### src/rtl/exc_ctrl_pkg.sv
// Shared encodings for the exception controller, PC-source mux and main control.
package exc_ctrl_pkg;

    typedef logic [2:0] state_t;
    typedef logic [2:0] pc_src_t;
    typedef logic [1:0] cause_t;

    localparam logic [2:0] ST_IDLE    = 3'd0;
    localparam logic [2:0] ST_CAPTURE = 3'd1;
    localparam logic [2:0] ST_WAIT    = 3'd2;
    localparam logic [2:0] ST_LOAD    = 3'd3;
    localparam logic [2:0] ST_RETURN  = 3'd4;

    localparam logic [1:0] CAUSE_NONE   = 2'b00;
    localparam logic [1:0] CAUSE_OPCODE = 2'b01;
    localparam logic [1:0] CAUSE_OVF    = 2'b10;
    localparam logic [1:0] CAUSE_DIV0   = 2'b11;

    localparam logic [2:0] PCSRC_JUMP    = 3'b000;
    localparam logic [2:0] PCSRC_RESULT  = 3'b001;
    localparam logic [2:0] PCSRC_ALUOUT  = 3'b010;
    localparam logic [2:0] PCSRC_MEMDATA = 3'b011;
    localparam logic [2:0] PCSRC_EPC     = 3'b100;

    // Fixed priority: bad opcode over overflow over divide-by-zero.
    function automatic cause_t exc_cause(input logic bad_opcode, input logic ovf,
                                         input logic div_zero);
        if (bad_opcode)    return CAUSE_OPCODE;
        else if (ovf)      return CAUSE_OVF;
        else if (div_zero) return CAUSE_DIV0;
        else               return CAUSE_NONE;
    endfunction

endpackage

### src/rtl/exc_ctrl.sv
// Exception controller: saves EPC/cause, fetches the handler vector from memory,
// redirects the PC to the handler, and services return-from-exception.
module exc_ctrl
    import exc_ctrl_pkg::*;
#(
    parameter logic [31:0] VEC_OPCODE = 32'd253,
    parameter logic [31:0] VEC_OVF    = 32'd254,
    parameter logic [31:0] VEC_DIV0   = 32'd255,
    parameter int          MEM_LAT    = 1
) (
    input  logic        clk,
    input  logic        reset_n,
    input  logic        bad_opcode,
    input  logic        ovf,
    input  logic        div_zero,
    input  logic        eret,
    input  logic [31:0] pc_cur,
    input  logic [31:0] mem_data,
    output logic [31:0] mem_addr,
    output logic        mem_read,
    output logic [31:0] epc,
    output logic [31:0] exc_target,
    output logic [2:0]  pc_source,
    output logic        pc_write,
    output logic        exc_busy,
    output logic [1:0]  cause
);

    localparam logic [1:0] CNT_LAST = 2'(MEM_LAT - 1);

    state_t      state;
    state_t      state_nxt;
    logic [1:0]  wait_cnt;
    logic        exc_req;
    logic        wait_done;
    logic [31:0] vec_addr;
    logic        unused_mem_hi;

    assign exc_req       = bad_opcode | ovf | div_zero;
    assign wait_done     = (state == ST_WAIT) && (wait_cnt == CNT_LAST);
    assign unused_mem_hi = ^mem_data[31:8];

    always_comb begin
        state_nxt = state;
        case (state)
            ST_IDLE: begin
                if (exc_req)   state_nxt = ST_CAPTURE;
                else if (eret) state_nxt = ST_RETURN;
            end
            ST_CAPTURE: state_nxt = ST_WAIT;
            ST_WAIT:    if (wait_done) state_nxt = ST_LOAD;
            ST_LOAD:    state_nxt = ST_IDLE;
            ST_RETURN:  state_nxt = ST_IDLE;
            default:    state_nxt = ST_IDLE;
        endcase
    end

    always_ff @(posedge clk) begin
        if (!reset_n) begin
            state      <= ST_IDLE;
            wait_cnt   <= 2'd0;
            epc        <= 32'd0;
            exc_target <= 32'd0;
            cause      <= CAUSE_NONE;
        end else begin
            state <= state_nxt;
            if (state == ST_IDLE && exc_req) begin
                epc   <= pc_cur - 32'd4;
                cause <= exc_cause(bad_opcode, ovf, div_zero);
            end
            if (state == ST_WAIT) begin
                wait_cnt <= wait_done ? 2'd0 : wait_cnt + 2'd1;
            end
            // Memory data is valid in the last WAIT cycle; capture it for LOAD.
            if (wait_done) begin
                exc_target <= {24'd0, mem_data[7:0]};
            end
        end
    end

    always_comb begin
        case (cause)
            CAUSE_OPCODE: vec_addr = VEC_OPCODE;
            CAUSE_OVF:    vec_addr = VEC_OVF;
            CAUSE_DIV0:   vec_addr = VEC_DIV0;
            default:      vec_addr = 32'd0;
        endcase
    end

    // Strobes are gated by reset_n so an abort never emits a write in the reset cycle.
    always_comb begin
        mem_addr  = 32'd0;
        mem_read  = 1'b0;
        pc_source = PCSRC_JUMP;
        pc_write  = 1'b0;
        case (state)
            ST_CAPTURE: begin
                mem_addr = vec_addr;
                mem_read = reset_n;
            end
            ST_WAIT: mem_addr = vec_addr;
            ST_LOAD: begin
                pc_source = PCSRC_MEMDATA;
                pc_write  = reset_n;
            end
            ST_RETURN: begin
                pc_source = PCSRC_EPC;
                pc_write  = reset_n;
            end
            default: ;
        endcase
    end

    assign exc_busy = (state != ST_IDLE);

endmodule

### config.mk
export PLATFORM = sky130hd
export DESIGN_NAME = exc_ctrl
export DESIGN_NICKNAME = d
export VERILOG_FILES = /design/src/rtl/exc_ctrl_pkg.sv /design/src/rtl/exc_ctrl.sv
export SDC_FILE = /design/constraint.sdc
export NUM_CORES = 1
export LEC_CHECK = 0
export ABC_AREA = 1
export CORE_AREA = 3 3 99 101
export CTS_CLUSTER_SIZE = 24
export DETAILED_ROUTE_END_ITERATION = 12
export DIE_AREA = 0 0 102 104
export PLACE_DENSITY_LB_ADDON = 0.25
export REMOVE_ABC_BUFFERS = 1
export SETUP_SLACK_MARGIN = 0.02
export SLEW_MARGIN = 20
export SYNTH_ARGS = -nofsm -noshare
export SYNTH_HDL_FRONTEND = slang
export SYNTH_SLANG_ARGS = --single-unit
### constraint.sdc
create_clock -name clk -period 1.38 [get_ports clk]
set_input_delay 0.207 -clock clk [delete_from_list [all_inputs] [get_ports clk]]
set_output_delay 0.207 -clock clk [all_outputs]
set_load 0.1 [all_outputs]
* Word level (Yosys, flattened, before mapping)
Index checks and enable logic that the tools add are counted.
W data, S select, Z words.
** Storage, ports and cells
- Output and inout port bits :: 104
- Input bits :: 70
- Bits in registers :: 47
** Operators by class
- Muxes and demuxes :: 13
- Equal/unequal tests :: 9
- Bitwise operators :: 2
- Reductions and logical operators :: 8
- Add/subtract/negate cells :: 2
** Operators by type and width (number)
- $mux W32 :: 1
- $sub A32 B3 Y32 const B :: 1
- $pmux W8 S3 :: 1
- $mux W3 :: 3
- $pmux W3 S3 :: 1
- $mux W2 :: 4
- $eq A3 B2 Y1 const B :: 2
- $pmux W3 S2 :: 1
- $eq A2 B2 Y1 const B :: 2
- $reduce_or A2 Y1 :: 2
- $eq A3 B1 Y1 const B :: 1
- $eq A3 B3 Y1 const B :: 1
- $logic_not A3 Y1 :: 1
- $ne A3 B3 Y1 const B :: 1
- $reduce_bool A3 Y1 :: 1
- $add A2 B1 Y2 const B :: 1
- $eq A2 B1 Y1 const B :: 1
- $logic_and A1 B1 Y1 :: 2
- $logic_not A2 Y1 :: 1
- $mux W1 :: 2
- $ne A2 B2 Y1 const B :: 1
- $or A1 B1 Y1 :: 2
- $reduce_and A2 Y1 :: 1

* Longest topological paths before layout
Gate-level depths: netlist of run 1.
- Depth after elaboration :: 4
- Depth in mapped cells :: 9

* Worst setup path after synthesis of run 1
OpenSTA, ideal clock, no wires.
- Path kind :: flip-flop to output port
- Start :: register state[0]
- End :: output port pc_write
- Path slack :: -2824 ps
- Arrival :: 3997 ps
- Data required time :: 1173 ps
- Cell stages (with the launch flop) :: 5
- Path through :: dfxtp_1 inv_1 nor3_1 nor2_1 nor2_1
** Between the ends
- Word-level cells in the longest chain between the ends :: 3
** RTL lines
- from (decl) :: RTL line exc_ctrl.sv:31 : state_t state;
- from (signal assigned) :: RTL line exc_ctrl.sv:66 : state <= state_nxt;
- $eq A3 B3 Y1 or $eq A3 B2 Y1 (tied branches) :: RTL line exc_ctrl.sv:96 : case (state)
- $reduce_or A2 Y1 (no line) (*)
- $mux W1 (*) :: RTL line exc_ctrl.sv:96
- to (decl) :: RTL line exc_ctrl.sv:24 : output logic pc_write,
Every way passes the cells marked *; elsewhere a longest branch is shown, timed or not.

* Worst setup path in the final report of run 1
- Start :: register state[1]
- End :: output port mem_addr[4]
** Between the ends
- Word-level cells in the longest chain between the ends :: 3
** RTL lines
- $eq A3 B2 Y1 or $eq A3 B1 Y1 (tied branches) :: RTL line exc_ctrl.sv:96
- $reduce_or A2 Y1 (no line) (*)
- $mux W32 (*) :: RTL line exc_ctrl.sv:96
- to (decl) :: RTL line exc_ctrl.sv:19 : output logic [31:0] mem_addr,
Marked as above.

==> results.yml, run 1 <==
route:
  wl_met1_um: 4312
  drt_iter0_markers: 136
  route.antenna.remaining_nets: 0
  post_drt_wl_per_cell_um: 13.57
  top_layer: "met4"
  met2_wirelength_um: 5389
  wl_um: 10400
  viasPerCell: 4.501
  wl_met3_um: 532
  first_pass_iters: 4
  dr_total_vias: 3448
  drc: 0
sta:
  final-hold-violation-count: 0
  maxClockFrequency_ghz: 0.5789
  fin_skew_ns: 0.009938
  tns_ns: -8.565
  rsz0062_at_grt: "true"
  fin_crit_sh_pct: 125.2
  report.final.slew_viol_count: 0
  setup_viol: 49
  period_needed_ns: 1.727
  fin_ws_ns: -0.3475
power_and_ir_drop:
  p_int_mw: 4.238
  power_mw: 9.010
  power.share.combinational_pct: 68.9
  p_sw_mw: 4.773
  seqPwrFrac_pct: 21.3
  p_sw_share_pct: 52.97
  p_leak_nw: 2.683
  clockPowerShare_pct: 9.9
  power_density_nw_per_um2: 1560
  peakVddDrop_uv: 885.4
grt:
  grt_max_degree: 21
  grt_pass1_wl_um: 16550
  groute.usage.overall_pct: 19.04
  antenna_found_initial: 0
  grt_pass1_vias: 3417
  gr-total-overflow: 0
yosys:
  ys_seq_area_share_pct: 29.51
  yosysTopAreaCellShare_pct: 29.51
  netlist_area_um2: 3188
  ys.flop_type: "dfxtp_1"
  ys.warnings.count: 0
  synth_edf_count: 0
  async_flop_share_pct: 0
  post-synth-top-count-cell: "nor2_1"
  synthTopCellsByArea: "dfxtp_1, buf_4, nor2_1"
  synth_area_per_cell_um2: 6.560
  synthCells: 486
  ys_seq_elements: 47
  synth_area_leader_cell: "dfxtp_1"
  yosys.cell_types.count: 31
  ys_top_cells_by_count: "nor2_1, nand2_1, inv_1"
clock_network:
  clock_path_buffers: 2
  clk_pin_slew_ns: 0.10
  cts_tree: "done"
  clkLatencyLatePin_ns: 0.31
  cts_made_buffers: 5
  cts_root_buf: "clkbuf_8"
  htreeDepth: 2
  cts_sinks: 47
worst_setup_path:
  critPathKind: "reg -> out"
  crit_path_cell_trace: "inv_4 > nor2_4 > nand2_2 > nand2_2 > inv_2 > a21oi_2 > buf_6 > buf_12"
  startpoint_type: "flip-flop"
  crit_slowest_cell: "dfxtp_4"
  timing.rr.end: "epc[16]"
  critical_path_arrival_ns: 1.52
  end_kind: "output pin"
  path_max_fanout: 6
  critical_path_buf_inv_count: 4
  cp_slowest_stage_delay_ns: 0.38
  rr_worst_depth: 11
  path_delay_family: "buffers and inverters"
  cp_common_cell: "nand2_2"
  worstPathRequired_ns: 1.17
  reg2reg_from: "state[1]"
  r2r_slack_ns: -0.23
placement:
  io_buffers: 101
  gp_congestion: 0.9147
  hpwl_um: 7420
  placedInstanceArea_um2: 5022
final_layout:
  multiInputGateArea_um2: 1957
  nNetsFinal: 726
  final_area_um2: 5777
  fillers: 775
  drive_above_1_share_pct: 37.25
  n_antenna_cell: 0
  syn2layout_area_growth_pct: 81.20
  utilization_pct: 63.42
  seq_area_um2: 952.2
floorplanning:
  start_util_pct: 35.00
  die-area_um2: 10610
  die-width_um: 102
  coreArea_um2: 9109
  fp.dieH_um: 104
  io_pins: 174
  num_rows: 35
worst_hold_path:
  holdPathStages: 2
  hold_class: "in -> reg"
  min_to: "epc[2]"
  hold_path_startpoint: "pc_cur[2]"
flow_run:
  max_cap_viol_count: 0
outcome:
  status: "finished with violations"
  violations: "setup timing"
-- power groups by stage --
stage	sequential, mW	clock [mW]	combinational [mW]
2_1_floorplan	3.49	0	1.62
3_3_place_gp	1.91	0	5.32
3_5_place_dp	1.91	0	5.35
4_1_cts	1.90	0.918	6.16
5_1_grt	1.95	0.962	6.45
6_report	1.92	0.889	6.20
-- worst max-delay path by stage --
| stage | start | endpoint | slack [ns] | cells after the start |
|---|---|---|---|---|
| detailed placement | pc_cur[3] | epc[17] | -0.45 | 9 |
| global route | state[1] | mem_addr[4] | -0.41 | 8 |
| finish | state[1] | mem_addr[4] | -0.35 | 8 |
| global placement | pc_cur[3] | epc[17] | -0.41 | 9 |
| CTS | state[1] | mem_addr[4] | -0.35 | 8 |
| floorplan | cause[1] | mem_addr[2] | -8.45 | 2 |
-- per-layer routing --
metal | track usage (%) | vias up
li1 | - | 1741
met1 | 23.66 | 1590
met2 | 33.66 | 103
met3 | 3.286 | 14
met4 | 4.499 | 0
met5 | 0 | -
-- what timing repair did --
action | in CTS | in global routing
gates resized for setup | 95 | 41
hold buffers | 0 | 0
gates cloned | 6 | 0
setup endpoints to repair | 42 | 60
buffers inserted | 17 | 8
pin swaps | 25 | 21
-- final cells by class --
cell class | count | area share, %
inverters | 66 | 4.743
clock buffers | 5 | 1.191
well taps | 111 | 2.404
repair buffers | 179 | 40.70
repair inverters | 1 | 0.1949
multi-input cells | 354 | 33.87
clock inverters | 3 | 0.4115
flip-flops and latches | 47 | 16.48
-- state kept, by name (all words and copies together) (netlist names) --
| signal | count |
|---|---|
| wait_cnt | 2 |
| epc | 32 |
| exc_target | 8 |
| state | 3 |
| cause | 2 |
-- through the flow --
| stage | setup slack, ns | hold WS (ns) | instances |
|---|---|---|---|
| 2_1_floorplan | -8.455 | 0.2964 | 467 |
| 4_1_cts | -0.3528 | 0.4457 | 766 |
| 3_5_place_dp | -0.4497 | 0.4556 | 736 |
| 5_1_grt | -0.4086 | 0.4958 | 766 |
| 3_3_place_gp | -0.4123 | 0.4423 | 736 |
| 6_report | -0.3475 | 0.4709 | 766 |
-- logic make-up (layout without fill, tap and decap cells) --
kind of cell / Yosys count / count (layout) / synth area share [%]
buf+inv: 132 / 254 / 23.86
other cells: 1 / 48 / 0.1176
xor+xnor: 10 / 10 / 2.747
fa+ha+maj: 2 / 2 / 0.7848
compound gates: 61 / 61 / 10.56
flops: 47 / 47 / 29.51
simple gates: 233 / 233 / 32.42
-- cells in the final DEF, fill, tap and decap left out, types with 3 or more instances in the layout --
cell / Yosys / routed
buf_4: 55 / 57
nand3_1: 27 / 17
buf_6: 5 / 11
o21bai_1: 4 / 4
nand4_1: 6 / 6
o21ai_2: 0 / 11
nor2_4: 3 / 14
a21oi_1: 14 / 9
o21ai_1: 4 / 11
conb_1: 1 / 48
inv_4: 1 / 4
nor2_1: 96 / 75
inv_1: 65 / 59
a21oi_2: 3 / 8
nor2_2: 20 / 30
buf_16: 0 / 4
o21ai_0: 34 / 15
buf_12: 1 / 62
clkdlybuf4s50_1: 0 / 43
xor2_1: 8 / 8
dfxtp_4: 0 / 3
clkbuf_8: 0 / 5
nand2_1: 68 / 64
clkinvlp_4: 0 / 3
dfxtp_1: 47 / 44
nand3_2: 2 / 12
nand2_2: 4 / 6
Note: power is estimated with default switching activity, not from simulation.
==> inputs of run 2 (changes only) <==
- CTS_CLUSTER_SIZE: 24 -> 16
- GPL_TIMING_DRIVEN: default -> 0
==> run 2 against run 1 <==
Effect of this change:
- the run still ends with setup timing left
- utilization shrank 11 points
- register-to-register slack about the same
- wire length fell by 2.5%
- setup slack improved by 0.028 ns
- critical path depth unchanged
- critical path type unchanged
==> results.yml, run 2 (synthesis gave the netlist of run 1 again) <==
route:
  viasPerCell: 4.555
  first_pass_iters: 4
  drt_iter0_markers: 178
  dr_total_vias: 3293
  route.antenna.remaining_nets: 0
  drc: 0
  post_drt_wl_per_cell_um: 14.01
  wl_um: 10130
clock_network:
  cts_root_buf: "clkbuf_8"
  holdBufCountCts: 0
  cts_sinks: 47
  clk_pin_slew_ns: 0.09
  clock_path_buffers: 2
  cts_made_buffers: 5
  cts_tree: "done"
  htreeDepth: 2
  clkLatencyLatePin_ns: 0.31
grt:
  grt_max_degree: 31
  groute.usage.overall_pct: 17.79
  antenna_found_initial: 0
  grt_pass1_vias: 3076
  grt_pass1_wl_um: 15170
  gr-total-overflow: 0
placement:
  dp_cells: 681
  dp_slack_ns: -2.290
  io_buffers: 101
  gp_congestion: 0.8467
  placedInstanceArea_um2: 4056
  hpwl_um: 6614
power_and_ir_drop:
  power_mw: 8.149
  peakVddDrop_uv: 594.6
  power_density_nw_per_um2: 1714
  p_leak_nw: 2.319
sta:
  fin_skew_ns: 0.01227
  fin_crit_sh_pct: 123.2
  maxClockFrequency_ghz: 0.5883
  report.final.slew_viol_count: 0
  rsz0062_at_grt: "true"
  hold_ws_ns: 0.2426
  final-hold-violation-count: 0
  setup_viol: 49
  worst_slew_pin_slew_ns: 0.5916
  fin_ws_ns: -0.3199
  tns_ns: -8.969
  period_needed_ns: 1.700
  relSlewSlack_pct: 60.34
final_layout:
  drive_above_1_share_pct: 30.56
  instances_no_fill: 723
  nNetsFinal: 683
  final_area_um2: 4755
  largest_reg_flops: 32
  n_antenna_cell: 0
  syn2layout_area_growth_pct: 49.14
  reg_top3: "epc: 32 flops, exc_target: 8 flops, state: 3 flops"
  final_common_cell: "nor2_1"
  regMostFlops: "epc"
  final_cell_mix: "nor2_1, nand2_1, inv_1, conb_1, dfxtp_1"
  utilization_pct: 52.20
floorplanning:
  die-area_um2: 10610
  start_util_pct: 35.00
  fp.dieH_um: 104
  die-width_um: 102
  coreArea_um2: 9109
  num_rows: 35
  io_pins: 174
outcome:
  status: "finished with violations"
  violations: "setup timing"
flow_run:
  max_cap_viol_count: 0
worst_hold_path:
  hold_class: "in -> reg"
worst_setup_path:
  critical_path_arrival_ns: 1.49
  startpoint_type: "flip-flop"
  end_kind: "output pin"
  worstPathRequired_ns: 1.17
  critPathKind: "reg -> out"
  path_max_fanout: 6
-- run 2: final cells by class --
type	count	area [um2]
Sequential cell	47	952.2
Tap cell	111	138.9
Clock inverter	3	47.55
Timing Repair inverter	1	5.005
Clock buffer	5	68.82
Fill cell	868	4354
Inverter	66	271.5
Multi-Input combinational cell	354	1881
Timing Repair Buffer	136	1390
-- run 2: report_power, final --
| group | leakage (nW) | switching [mW] | internal (mW) |
|---|---|---|---|
| logic | 1.87 | 3.87 | 1.41 |
| clock network | 0.0587 | 0.538 | 0.551 |
| registers | 0.391 | 0.162 | 1.62 |
| total | 2.32 | 4.57 | 3.58 |
-- run 2: timing repair --
action / 4_1_cts / 5_1_grt
pin swaps: 15 / 22
endpoints found under the hold margin: 0 / 0
endpoints found under the setup margin: 103 / 62
gates cloned: 5 / 2
gates resized for setup: 386 / 81
setup buffers: 19 / 12
-- run 2: worst paths after layout --
kind	cells past startpoint	end	slack, ns	startpoint
hold reg to reg	2	wait_cnt[1]	0.47	wait_cnt[1]
hold / removal	2	epc[2]	0.24	pc_cur[2]
setup / recovery	8	mem_addr[4]	-0.32	state[1]
setup reg to reg	10	epc[16]	-0.24	state[1]
-- run 2: metal layers --
layer / vias to the layer above / wire, um / track usage (%) / share of wire (%)
met4: 0 / 163 / 4.592 / 1.6
met5: - / 0 / 0 / 0
li1: 1655 / - / - / -
met3: 15 / 617 / 2.884 / 6.1
met1: 1505 / 4348 / 23.34 / 43
met2: 118 / 5001 / 29.94 / 49
-- run 2: critical path, cell delays in order, from the launching register on --
cell	delay (ns)
dfxtp_4	0.38
inv_4	0.05
nor2_4	0.09
nand2_2	0.07
nand2_2	0.08
inv_4	0.05
a21oi_4	0.14
buf_12	0.16
buf_12	0.18
==> inputs of run 3 (changes only) <==
- CORE_AREA: 3 3 99 101 -> 2 2 98 100
- DIE_AREA: 0 0 102 104 -> 0 0 100 102
==> run 3 against run 2 <==
Effect of this change:
- non-clock buffer count is 1 higher
- die area is 3.8% lower
- setup slack worse by 0.016 ns
- maximum frequency is 0.92% lower
- first-iteration DRC count is 9.0% lower
- the flow still finishes with violations (setup timing)
- global-route usage is 0.77 points higher
- final cell count is 0.14% higher
- flip-flop and latch count stayed put
==> results.yml, run 3 (synthesis gave the netlist of run 1 again) <==
route:
  drc: 0
  post_drt_wl_per_cell_um: 13.51
  drt_iter0_markers: 162
  viasPerCell: 4.572
  dr_total_vias: 3310
  route.antenna.remaining_nets: 0
  first_pass_iters: 4
  wl_um: 9784
final_layout:
  final_area_um2: 4708
  final_cell_mix: "nor2_1, nand2_1, inv_1, conb_1, dfxtp_1"
  syn2layout_area_growth_pct: 47.68
  largest_reg_flops: 32
  reg_top3: "epc: 32 flops, exc_target: 8 flops, state: 3 flops"
  drive_above_1_share_pct: 28.22
  n_antenna_cell: 0
  final_common_cell: "nor2_1"
  nNetsFinal: 684
  regMostFlops: "epc"
  utilization_pct: 51.69
  fillers: 889
flow_run:
  max_cap_viol_count: 0
worst_setup_path:
  path_max_fanout: 6
  timing.rr.end: "state[0]"
  cp_common_cell: "buf_12"
  end_kind: "output pin"
  critical_path_arrival_ns: 1.51
  critPathKind: "reg -> out"
  crit_slowest_cell: "dfxtp_4"
  rr_worst_depth: 9
  crit_path_cell_trace: "inv_4 > nand3_2 > nand2_2 > inv_2 > a21oi_4 > buf_12 > buf_12"
  reg2reg_from: "state[1]"
  worstPathRequired_ns: 1.17
  cp_slowest_stage_delay_ns: 0.39
  r2r_slack_ns: -0.16
  startpoint_type: "flip-flop"
floorplanning:
  die-width_um: 100
  coreArea_um2: 9109
  num_rows: 35
  die-area_um2: 10200
  io_pins: 174
  start_util_pct: 35.00
  fp.dieH_um: 102
sta:
  fin_crit_sh_pct: 124.3
  report.final.slew_viol_count: 0
  rsz0062_at_grt: "true"
  worst_slew_pin_slew_ns: 0.5321
  setup_viol: 46
  tns_ns: -6.615
  fin_skew_ns: 0.006247
  period_needed_ns: 1.716
  final-hold-violation-count: 0
  maxClockFrequency_ghz: 0.5829
  relSlewSlack_pct: 64.33
  fin_ws_ns: -0.3357
power_and_ir_drop:
  power.share.combinational_pct: 65.0
  peakVddDrop_uv: 643.0
  power_mw: 8.114
  p_sw_share_pct: 55.59
  clockPowerShare_pct: 13.2
  p_sw_mw: 4.511
  p_leak_nw: 2.312
  power_density_nw_per_um2: 1723
  seqPwrFrac_pct: 21.8
  p_int_mw: 3.603
placement:
  gp_congestion: 0.8642
  hpwl_um: 6625
  placedInstanceArea_um2: 4056
  io_buffers: 101
clock_network:
  holdBufCountCts: 0
  cts_tree: "done"
  htreeDepth: 2
  clkLatencyLatePin_ns: 0.31
  cts_made_buffers: 5
  cts_sinks: 47
  clk_pin_slew_ns: 0.10
  cts_root_buf: "clkbuf_8"
  clock_path_buffers: 2
grt:
  antenna_found_initial: 0
  grt_pass1_wl_um: 15010
  gr-total-overflow: 0
  groute.usage.overall_pct: 18.56
  grt_max_degree: 31
  grt_pass1_vias: 3098
worst_hold_path:
  holdPathStages: 3
  min_to: "epc[16]"
  hold_class: "in -> reg"
  hold_path_startpoint: "reset_n"
outcome:
  status: "finished with violations"
  violations: "setup timing"
==> run 3: changes by cell type in the layout (fill, tap and decap cells not counted), sizes merged <==
cell	previous run	this run
clkbuf	14	9
dlygate4sd2	15	7
clkdlybuf4s50	29	37
buf	83	89
==> run 3: metrics by stage <==
stage,setup WS (ns),hold WS [ns],std cells
2_1_floorplan,-8.455,0.2964,467
3_3_place_gp,-2.152,0.4468,679
3_5_place_dp,-2.190,0.4713,681
4_1_cts,-0.2987,0.2879,714
5_1_grt,-0.4012,0.3143,724
6_report,-0.3357,0.2995,724
==> run 3: power groups by stage <==
stage | Clock [mW] | Sequential (mW) | Combinational (mW)
6_report | 1.07 | 1.77 | 5.27
2_1_floorplan | 0 | 3.49 | 1.62
5_1_grt | 1.17 | 1.81 | 5.50
3_5_place_dp | 0 | 1.79 | 4.47
4_1_cts | 1.11 | 1.76 | 5.06
3_3_place_gp | 0 | 1.78 | 4.38
==> run 3: routing by layer <==
metal	track usage, %	share of wire (%)	up-vias
met5	0	0	-
met4	5.163	1.3	0
met3	2.873	6.5	9
met2	33.63	50	126
met1	22.93	43	1521
li1	-	-	1654
==> run 3: worst max path at each step <==
stage,start,end,cells past startpoint
3_5_place_dp,reset_n,mem_read,4
6_report,state[2],mem_addr[2],7
3_3_place_gp,reset_n,mem_read,4
4_1_cts,state[1],mem_addr[5],8
2_1_floorplan,cause[1],mem_addr[2],2
5_1_grt,state[1],pc_write,5
==> run 3: layout make-up <==
cell class                 count  area (um2)  share of cell area [%]
clock inverter                 3       47.55                   1.010
multi-input combinational    354        1839                   39.06
sequential                    47       949.7                   20.17
timing repair buffer         137        1395                   29.63
timing repair inverter         1       5.005                  0.1063
tap                          111       138.9                   2.950
inverter                      66       264.0                   5.607
clock buffer                   5       68.82                   1.462
==> run 3: worst max-delay path: cells and delay by family, from the launching register on <==
family,cells,cell delay [ns]
AO/OA/AOI/OAI,1,0.13
buffers and inverters,4,0.47
AND/OR/NAND/NOR,2,0.19
flip-flops,1,0.39
==> run 3: timing repair <==
item / 4_1_cts / 5_1_grt
gates cloned: 6 / 1
setup buffers: 19 / 9
resized for setup: 401 / 29
hold endpoints to repair: 0 / 0
endpoints found under the setup margin: 103 / 61
pin swaps: 11 / 11
